### src/rtl/multu_seq_unit_if.sv
// Controller-to-multiplier bus: funct/start/operands in, status, echo and HI/LO out.
interface multu_seq_unit_if #(
  parameter int unsigned WIDTH = 32
);
  logic [5:0]       mul_ctl;
  logic             mul_start;
  logic [WIDTH-1:0] src_a;
  logic [WIDTH-1:0] src_b;
  logic [5:0]       mul_back;
  logic             busy;
  logic             done;
  logic [WIDTH-1:0] hi;
  logic [WIDTH-1:0] lo;
  logic [WIDTH-1:0] hilo_out;

  modport master (
    output mul_ctl, mul_start, src_a, src_b,
    input  mul_back, busy, done, hi, lo, hilo_out
  );

  modport slave (
    input  mul_ctl, mul_start, src_a, src_b,
    output mul_back, busy, done, hi, lo, hilo_out
  );
endinterface

### src/rtl/multu_seq_unit.sv
// Iterative shift-add multiplier with HI/LO result pair, one step per clock.
// Optional signed multiply (funct 24) enabled by defining MULT_SIGNED_EN.
module multu_seq_unit #(
  parameter int unsigned WIDTH   = 32,
  parameter int unsigned CNT_W   = 6,
  parameter logic [5:0]  F_MULTU = 6'd25,
  parameter logic [5:0]  F_MFHI  = 6'd16,
  parameter logic [5:0]  F_MFLO  = 6'd18,
`ifdef MULT_SIGNED_EN
  parameter logic [5:0]  F_MULT  = 6'd24,
`endif
  parameter logic [5:0]  F_OPEN  = 6'b111111
) (
  input logic clk,
  input logic rst,
  multu_seq_unit_if.slave bus
);

  localparam logic [CNT_W-1:0] LAST = CNT_W'(WIDTH - 1);

  typedef enum logic [1:0] {IDLE, RUN, DONE} state_t;

  state_t             state;
  logic [CNT_W-1:0]   counter;
  logic [2*WIDTH-1:0] product;
  logic [WIDTH-1:0]   mcand;
  logic               pend;

  logic               start_c;
  logic               open_c;
  logic [WIDTH:0]     step_sum_c;
  logic [WIDTH-1:0]   load_a_c;
  logic [WIDTH-1:0]   load_b_c;
  logic [2*WIDTH-1:0] result_c;

`ifdef MULT_SIGNED_EN
  logic sign;
  logic is_signed_c;

  // Signed starts multiply magnitudes; the sign is reapplied at commit.
  always_comb begin
    is_signed_c = (bus.mul_ctl == F_MULT);
    start_c     = bus.mul_start && ((bus.mul_ctl == F_MULTU) || is_signed_c);
    load_a_c    = (is_signed_c && bus.src_a[WIDTH-1]) ? WIDTH'(-bus.src_a) : bus.src_a;
    load_b_c    = (is_signed_c && bus.src_b[WIDTH-1]) ? WIDTH'(-bus.src_b) : bus.src_b;
    result_c    = sign ? (2*WIDTH)'(-product) : product;
  end
`else
  always_comb begin
    start_c  = bus.mul_start && (bus.mul_ctl == F_MULTU);
    load_a_c = bus.src_a;
    load_b_c = bus.src_b;
    result_c = product;
  end
`endif

  // Add step keeps the carry so the following shift brings it into the upper half.
  always_comb begin
    open_c     = (bus.mul_ctl == F_OPEN);
    step_sum_c = (WIDTH+1)'(product[2*WIDTH-1:WIDTH]);
    if (product[0]) begin
      step_sum_c = step_sum_c + (WIDTH+1)'(mcand);
    end
  end

  always_comb begin
    if (bus.mul_ctl == F_MFHI) begin
      bus.hilo_out = bus.hi;
    end else if (bus.mul_ctl == F_MFLO) begin
      bus.hilo_out = bus.lo;
    end else begin
      bus.hilo_out = '0;
    end
  end

  always_ff @(posedge clk or negedge rst) begin
    if (!rst) begin
      state        <= IDLE;
      counter      <= '0;
      product      <= '0;
      mcand        <= '0;
      pend         <= 1'b0;
      bus.hi       <= '0;
      bus.lo       <= '0;
      bus.busy     <= 1'b0;
      bus.done     <= 1'b0;
      bus.mul_back <= '0;
`ifdef MULT_SIGNED_EN
      sign         <= 1'b0;
`endif
    end else begin
      // Every accepted code, including start and open, is echoed back.
      bus.mul_back <= bus.mul_ctl;
      if (start_c) begin
        mcand    <= load_a_c;
        product  <= {WIDTH'(0), load_b_c};
        counter  <= '0;
        pend     <= 1'b0;
        state    <= RUN;
        bus.busy <= 1'b1;
        bus.done <= 1'b0;
`ifdef MULT_SIGNED_EN
        sign     <= is_signed_c && (bus.src_a[WIDTH-1] ^ bus.src_b[WIDTH-1]);
`endif
      end else begin
        case (state)
          IDLE: begin
          end
          RUN: begin
            product <= {step_sum_c, product[WIDTH-1:1]};
            if (open_c) begin
              pend <= 1'b1;
            end
            if (counter == LAST) begin
              state    <= DONE;
              bus.busy <= 1'b0;
              bus.done <= 1'b1;
            end else begin
              counter <= counter + CNT_W'(1);
            end
          end
          DONE: begin
            if (open_c || pend) begin
              bus.hi   <= result_c[2*WIDTH-1:WIDTH];
              bus.lo   <= result_c[WIDTH-1:0];
              pend     <= 1'b0;
              state    <= IDLE;
              bus.done <= 1'b0;
            end
          end
          default: begin
            state    <= IDLE;
            bus.busy <= 1'b0;
            bus.done <= 1'b0;
          end
        endcase
      end
    end
  end

endmodule
### src/flat_wrapper.sv
// flat-port wrapper written by rule: the top's interface ports become plain ports
module multu_seq_unit_flat 
#(
  parameter int unsigned WIDTH   = 32,
  parameter int unsigned CNT_W   = 6,
  parameter logic [5:0]  F_MULTU = 6'd25,
  parameter logic [5:0]  F_MFHI  = 6'd16,
  parameter logic [5:0]  F_MFLO  = 6'd18,

  parameter logic [5:0]  F_OPEN  = 6'b111111
)
  (clk, rst, bus_mul_ctl, bus_mul_start, bus_src_a, bus_src_b, bus_mul_back, bus_busy, bus_done, bus_hi, bus_lo, bus_hilo_out);
  multu_seq_unit_if #(.WIDTH(WIDTH)) bus_i ();
  input logic clk;
  input logic rst;
  input wire logic [$bits(bus_i.mul_ctl)-1:0] bus_mul_ctl;
  input wire logic [$bits(bus_i.mul_start)-1:0] bus_mul_start;
  input wire logic [$bits(bus_i.src_a)-1:0] bus_src_a;
  input wire logic [$bits(bus_i.src_b)-1:0] bus_src_b;
  output wire logic [$bits(bus_i.mul_back)-1:0] bus_mul_back;
  output wire logic [$bits(bus_i.busy)-1:0] bus_busy;
  output wire logic [$bits(bus_i.done)-1:0] bus_done;
  output wire logic [$bits(bus_i.hi)-1:0] bus_hi;
  output wire logic [$bits(bus_i.lo)-1:0] bus_lo;
  output wire logic [$bits(bus_i.hilo_out)-1:0] bus_hilo_out;
  assign bus_i.mul_ctl = bus_mul_ctl;
  assign bus_i.mul_start = bus_mul_start;
  assign bus_i.src_a = bus_src_a;
  assign bus_i.src_b = bus_src_b;
  assign bus_mul_back = bus_i.mul_back;
  assign bus_busy = bus_i.busy;
  assign bus_done = bus_i.done;
  assign bus_hi = bus_i.hi;
  assign bus_lo = bus_i.lo;
  assign bus_hilo_out = bus_i.hilo_out;
  multu_seq_unit #(.WIDTH(WIDTH), .CNT_W(CNT_W), .F_MULTU(F_MULTU), .F_MFHI(F_MFHI), .F_MFLO(F_MFLO), .F_OPEN(F_OPEN)) u_core (.clk(clk), .rst(rst), .bus(bus_i));
endmodule
### config.mk
export PLATFORM = sky130hd
export DESIGN_NAME = multu_seq_unit_flat
export DESIGN_NICKNAME = d
export VERILOG_FILES = /design/src/rtl/multu_seq_unit_if.sv /design/src/rtl/multu_seq_unit.sv /design/src/flat_wrapper.sv
export SDC_FILE = /design/constraint.sdc
export NUM_CORES = 1
export LEC_CHECK = 0
export ABC_AREA = 0
export CORE_ASPECT_RATIO = 1.5
export CORE_MARGIN = 5
export CORE_UTILIZATION = 40
export CTS_CLUSTER_DIAMETER = 100
export DETAILED_ROUTE_END_ITERATION = 10
export DONT_BUFFER_PORTS = 1
export PLACE_DENSITY = 0.61
export SYNTH_ARGS = -nofsm -noshare
export SYNTH_HDL_FRONTEND = slang
export SYNTH_SLANG_ARGS = --single-unit
### constraint.sdc
create_clock -name clk -period 4.79 [get_ports clk]
set_clock_uncertainty 0.15 [all_clocks]
set_input_delay 0.7185 -clock clk [delete_from_list [all_inputs] [get_ports clk]]
set_output_delay 0.7185 -clock clk [all_outputs]
set_load 0.005 [all_outputs]
==> results of run 1 <==
flip-flops by register name (all words and copies together) (netlist names):
register             count
u_core.bus.busy          1
u_core.bus.hi           32
u_core.bus.lo           32
u_core.bus.mul_back      6
u_core.counter           6
u_core.mcand            32
u_core.pend              1
u_core.product          64
u_core.state             2
layer usage:
metal,routed length [microns],vias to the layer above
li1,-,3383
met1,10640,3508
met2,12330,204
met3,1128,41
met4,636,0
met5,0,-
worst max path at each step:
stage / start / end / depth (start not counted)
2_1_floorplan: bus_mul_ctl[2] / bus_hilo_out[10] / 5
3_3_place_gp: u_core.state[1]$_DFFE_PN0P_ / u_core.product[60]$_DFFE_PN0P_ / 8
3_5_place_dp: u_core.state[1]$_DFFE_PN0P_ / u_core.product[60]$_DFFE_PN0P_ / 8
4_1_cts: u_core.state[1]$_DFFE_PN0P_ / u_core.product[60]$_DFFE_PN0P_ / 8
5_1_grt: u_core.state[1]$_DFFE_PN0P_ / u_core.product[60]$_DFFE_PN0P_ / 8
6_report: u_core.state[1]$_DFFE_PN0P_ / u_core.product[60]$_DFFE_PN0P_ / 8
cells in the mapped netlist, types with 4 or more instances:
master	count
nor2b_1	11
nand3_1	6
o21ai_0	70
o21a_1	4
nand4_1	10
a211oi_1	14
or3_1	10
and3_1	10
and4_1	5
nor2_1	60
nand2_1	161
nand2b_1	6
o211ai_1	7
a31oi_1	18
clkbuf_1	37
mux2_2	6
mux2i_1	76
ha_1	36
nor3_1	7
buf_4	4
xor2_1	9
xnor2_1	9
a21oi_1	49
mux2_4	60
inv_1	11
a21o_1	21
dfrtp_1	176
buf_6	10
o21bai_1	6
area by class of cell:
cell class                 instances  share of cell area (%)
inverter                          12                  0.4231
clock inverter                    11                   1.211
timing repair buffer               6                  0.5407
multi-input combinational        721                   48.23
sequential                       176                   41.37
tap                              324                   3.808
clock buffer                      21                   4.419
power breakdown:
part	leakage [nW]	internal, mW	switching [mW]	total (mW)
Sequential	2.06	2.07	0.697	2.77
Combinational	2.40	1.29	1.30	2.59
Clock	0.278	0.813	0.602	1.42
cell families (layout without fill, tap and decap cells):
group	Yosys count	count (layout)	synth area share (%)
muxes	143	143	17.64
adders and majority gates	37	37	4.767
DFF	176	176	44.63
buffers and inverters	69	50	3.588
xor gates and xnor gates	18	18	1.598
AOI/OAI and AO/OA	223	223	14.16
and+or+nand+nor	300	300	13.62
metrics by stage:
stage	power [mW]	std cells	area, sq um	util [%]	worst slack [ns]
after floorplan	4.707	966	9868	-	2.053
after global placement	5.329	1239	10050	41.26	1.459
after detailed placement	5.380	1239	10050	41.26	1.452
after CTS	6.826	1271	10650	43.72	1.425
after global routing	7.266	1271	10650	43.72	1.239
final	6.769	1271	10650	43.72	1.436
worst max-delay path, delay by kind of cell (launching register included):
kind,cells,cell delay [ns]
compound gates,2,0.34
fa+ha+maj,1,0.52
buf+inv,2,0.59
flops,1,0.47
mux,1,0.10
simple gates,2,1.06
==> results.yml, run 1 <==
logic_synthesis:
  synth_area_per_cell_sq_um: 10.22
  synth-async-reset-ratio_pct: 100.0
  synth-edff-count: 0
  synth_ff_type: "dfrtp_1"
  synthCells: 966
  ys_ff_latch: 176
  yosysWarnings: 0
  yosysUniqueCellTypes: 68
  syn_nets: 1076
  synth-seq-area-share_pct: 44.63
  netlist_area_sq_um: 9868
  synth_top_cell_by_area: "dfrtp_1"
  netlist_top_cells_area: "dfrtp_1, mux2_4, mux2i_1, nand2_1, ha_1"
  synth_top_area_share_pct: 44.63
timing:
  period_share_pct: 70.02
  rsz0062_at_grt: "false"
  finalCriticalPeriod_ns: 3.354
  relSlewSlack_pct: 23.08
  tightestPinTransition_ns: 1.154
  hold-worst-slack_ns: -0.1656
  finalHoldViolations: 176
  drv_slew: 0
  setup_violations: 0
  clock.fmax_ghz: 0.2982
  fin_setup_tns_ns: 0
floorplanning:
  die_h_microns: 202.4
  ios: 177
  row_count: 70
  die-width_microns: 138.2
  core_area_sq_um: 24350
  die_area_sq_um: 27980
  start_util_pct: 40.53
clock_tree:
  cts_tree: "done"
  clock_latency_ns: 0.44
  clkSinkCount: 176
  htreeDepth: 4
  cts-buffers-inserted: 17
  cts_setup_buffers: 0
  clockRootBuffer: "clkbuf_16"
  ctsResizeCount: 0
  clkTransAtPathRegs_ns: 0.07
  clockBufferDepth: 2
routing:
  wl_mm: 24.74
  drc: 0
  num_vias: 7136
  drt-initial-drc-count: 389
  routed_via_density: 5.614
  firstDrtPassIters: 7
  post_drt_wl_per_cell_microns: 19.46
  ant_nets: 0
run:
  drv_cap: 0
setup_path:
  rr_worst_depth: 8
  cp.required_ns: 4.99
  crit_top_cell: "inv_1"
  crit_chain: "inv_1 > ha_4 > inv_1 > nor3_1 > nand2_1 > a211oi_1 > mux2i_1 > o21ai_0"
  cp-start-kind: "flip-flop"
  reg2reg_to: "u_core.product[60]$_DFFE_PN0P_"
  endpoint_kind: "flip-flop"
  r2r_slack_ns: 1.44
  cpMaxStageDelayCell: "nor3_1"
  critPathKind: "reg2reg"
  max_stage_delay_ns: 0.95
  cp_max_fo: 30
  cp.arrival_ns: 3.55
  reg2reg_from: "u_core.state[1]$_DFFE_PN0P_"
power:
  p_leak_nw: 4.739
  peakVddDrop_v: 0.0002697
  power_density_nw_per_um2: 635.9
global_routing:
  globalRouteTotalUtil_pct: 17.73
  grt_pass1_vias: 7288
  antenna_found_initial: 0
  grtUsageMet1_pct: 22.12
  grt_max_degree: 177
  grt_pass1_wl_mm: 40.63
  busiest_layer: "met2"
  overflow: 0
  use_met2_pct: 29.78
  met3_usage_pct: 3.882
finish:
  final-seq-area_sq_um: 4404
  nFillCells: 2372
  antenna_cells: 0
  layout_commonest_cell: "dfrtp_1"
  final_nets: 1044
  multi_input_area_sq_um: 5134
  final_cell_mix: "dfrtp_1, nand2_1, mux2i_1, o21ai_0"
  area_growth_pct: 7.874
  drive_gt1_share_pct: 12.04
hold_path:
  worst_hold_path_type: "in2async"
place:
  port_buffers: 0
  hpwl_mm: 17.74
  place_congestion: 0.8783
run_status:
  status: "complete, but fails checks"
  violations: "hold timing"
No activity file was read; power rests on OpenSTA's default activity.
==> run 2: changes to the inputs <==
==> constraint.sdc (replaced) <==
create_clock -name clk -period 3.4 [get_ports clk]
set_clock_uncertainty 0.15 [all_clocks]
set_input_delay 0.51 -clock clk [delete_from_list [all_inputs] [get_ports clk]]
set_output_delay 0.51 -clock clk [all_outputs]
set_load 0.005 [all_outputs]
==> run 2 against run 1 <==
  * The run still ends with hold timing left
  * Critical path depth increased by 1
  * Register-to-register slack got worse by 1.2 ns
  * Critical path type unchanged
  * Sequential share of layout area decreased by 0.58 points
  * Highest routed layer unchanged
  * First-iteration DRC count increased by 47%
==> results.yml, run 2 (synthesis gave the netlist of run 1 again) <==
power:
  finalPower_mw: 9.696
  power_density_nw_per_um2: 898.0
  p_leak_nw: 4.831
  peakVddDrop_v: 0.0003907
floorplanning:
  die_area_sq_um: 27980
  die_h_microns: 202.4
  start_util_pct: 40.53
  die-width_microns: 138.2
  ios: 177
  core_area_sq_um: 24350
  row_count: 70
place:
  place_congestion: 0.8981
  hpwl_mm: 18.15
  port_buffers: 0
  dpl.cell_count: 1248
setup_path:
  critPathKind: "reg2reg"
  cp.required_ns: 3.55
  cpMaxStageDelayCell: "nor4_2"
  reg2reg_to: "u_core.product[57]$_DFFE_PN0P_"
  cpLargestDelayFamily: "compound AO/OA/AOI/OAI gates"
  path_buf_inv: 0
  r2r_slack_ns: 0.22
  rr_worst_depth: 9
  cp-start-kind: "flip-flop"
  endpoint_kind: "flip-flop"
  cp.arrival_ns: 3.33
  reg2reg_from: "u_core.product[32]$_DFFE_PN0P_"
  max_stage_delay_ns: 0.52
  crit_chain: "ha_1 > fa_1 > a21o_1 > a31oi_1 > and4bb_1 > nor4_2 > o31a_1 > xor2_1 > o22ai_1"
  cp_max_fo: 4
routing:
  wl_mm: 25.44
  routed_via_density: 5.593
  num_vias: 7187
  ant_nets: 0
  drt-initial-drc-count: 573
  drc: 0
  post_drt_wl_per_cell_microns: 19.80
  firstDrtPassIters: 7
global_routing:
  overflow: 0
  grtUsageMet1_pct: 22.98
  antenna_found_initial: 0
  grt_pass1_vias: 7199
  use_met2_pct: 29.98
  busiest_layer: "met2"
  grt_pass1_wl_mm: 41.23
  met3_usage_pct: 3.929
  globalRouteTotalUtil_pct: 18.11
  grt_max_degree: 177
finish:
  top_register: "u_core.product"
  stdcell_count: 1285
  multi_input_area_sq_um: 5134
  final_nets: 1059
  drive_gt1_share_pct: 12.49
  largest_register_ffs: 64
  area_growth_pct: 9.408
  final-seq-area_sq_um: 4404
  nFillCells: 2375
  layout_commonest_cell: "dfrtp_1"
  final_cell_mix: "dfrtp_1, nand2_1, mux2i_1, o21ai_0"
  antenna_cells: 0
clock_tree:
  htreeDepth: 4
  clkTransAtPathRegs_ns: 0.07
  clockRootBuffer: "clkbuf_16"
  cts_setup_buffers: 0
  clkSinkCount: 176
  clockBufferDepth: 2
  cts-buffers-inserted: 17
  ctsResizeCount: 0
  ctsHoldBuffers: 6
  cts_tree: "done"
  clock_latency_ns: 0.42
timing:
  drv_slew: 0
  tightestPinTransition_ns: 1.091
  fin_setup_tns_ns: 0
  clock.fmax_ghz: 0.3142
  hold-worst-slack_ns: -0.3675
  relSlewSlack_pct: 27.12
  setup_violations: 0
  finalHoldViolations: 176
  rsz0062_at_grt: "false"
  period_share_pct: 93.60
  finalCriticalPeriod_ns: 3.182
run_status:
  status: "complete, but fails checks"
  violations: "hold timing"
run:
  drv_cap: 0
hold_path:
  worst_hold_path_type: "in2async"
==> run 2: area by class of cell <==
class | count | area share (%)
multi-input combinational | 721 | 47.55
sequential | 176 | 40.79
clock buffer | 21 | 4.172
tap | 324 | 3.755
timing repair buffer | 21 | 1.831
clock inverter | 10 | 1.483
inverter | 12 | 0.4172
==> run 2: where the power goes <==
part / internal, mW / switching [mW]
registers: 2.92 / 0.993
logic: 1.86 / 1.87
clock network: 1.25 / 0.812
==> run 2: worst max path at each step <==
stage	start	to	slack [ns]	depth (start not counted)
5_1_grt	u_core.product[32]$_DFFE_PN0P_	u_core.product[57]$_DFFE_PN0P_	0.17	9
3_3_place_gp	u_core.product[32]$_DFFE_PN0P_	u_core.product[57]$_DFFE_PN0P_	0.40	9
4_1_cts	u_core.product[32]$_DFFE_PN0P_	u_core.product[57]$_DFFE_PN0P_	0.30	9
2_1_floorplan	u_core.product[32]$_DFFE_PN0P_	u_core.product[57]$_DFFE_PN0P_	0.72	9
6_report	u_core.product[32]$_DFFE_PN0P_	u_core.product[57]$_DFFE_PN0P_	0.22	9
3_5_place_dp	u_core.product[32]$_DFFE_PN0P_	u_core.product[57]$_DFFE_PN0P_	0.34	9
==> run 2: stage by stage <==
| step | hold slack [ns] | area, sq um | utilization (%) | setup slack, ns |
|---|---|---|---|---|
| after floorplan | 0.06441 | 9868 | - | 0.7243 |
| after global placement | 0.07227 | 10130 | 41.59 | 0.3991 |
| after detailed placement | 0.07105 | 10130 | 41.59 | 0.3371 |
| after CTS | -0.3916 | 10800 | 44.34 | 0.3045 |
| after global routing | -0.4030 | 10800 | 44.34 | 0.1725 |
| final | -0.3675 | 10800 | 44.34 | 0.2176 |
==> run 2: routing by layer <==
layer	share of wire [%]	wire, microns
met5	0	0
met4	3.2	809
met3	4.4	1113
met2	49	12550
met1	43	10970
==> run 2: worst register-to-register path, stage by stage, from the launching register on <==
cell,delay [ns]
dfrtp_1,0.41
ha_1,0.24
fa_1,0.41
a21o_1,0.23
a31oi_1,0.29
and4bb_1,0.26
nor4_2,0.52
o31a_1,0.29
xor2_1,0.17
o22ai_1,0.09
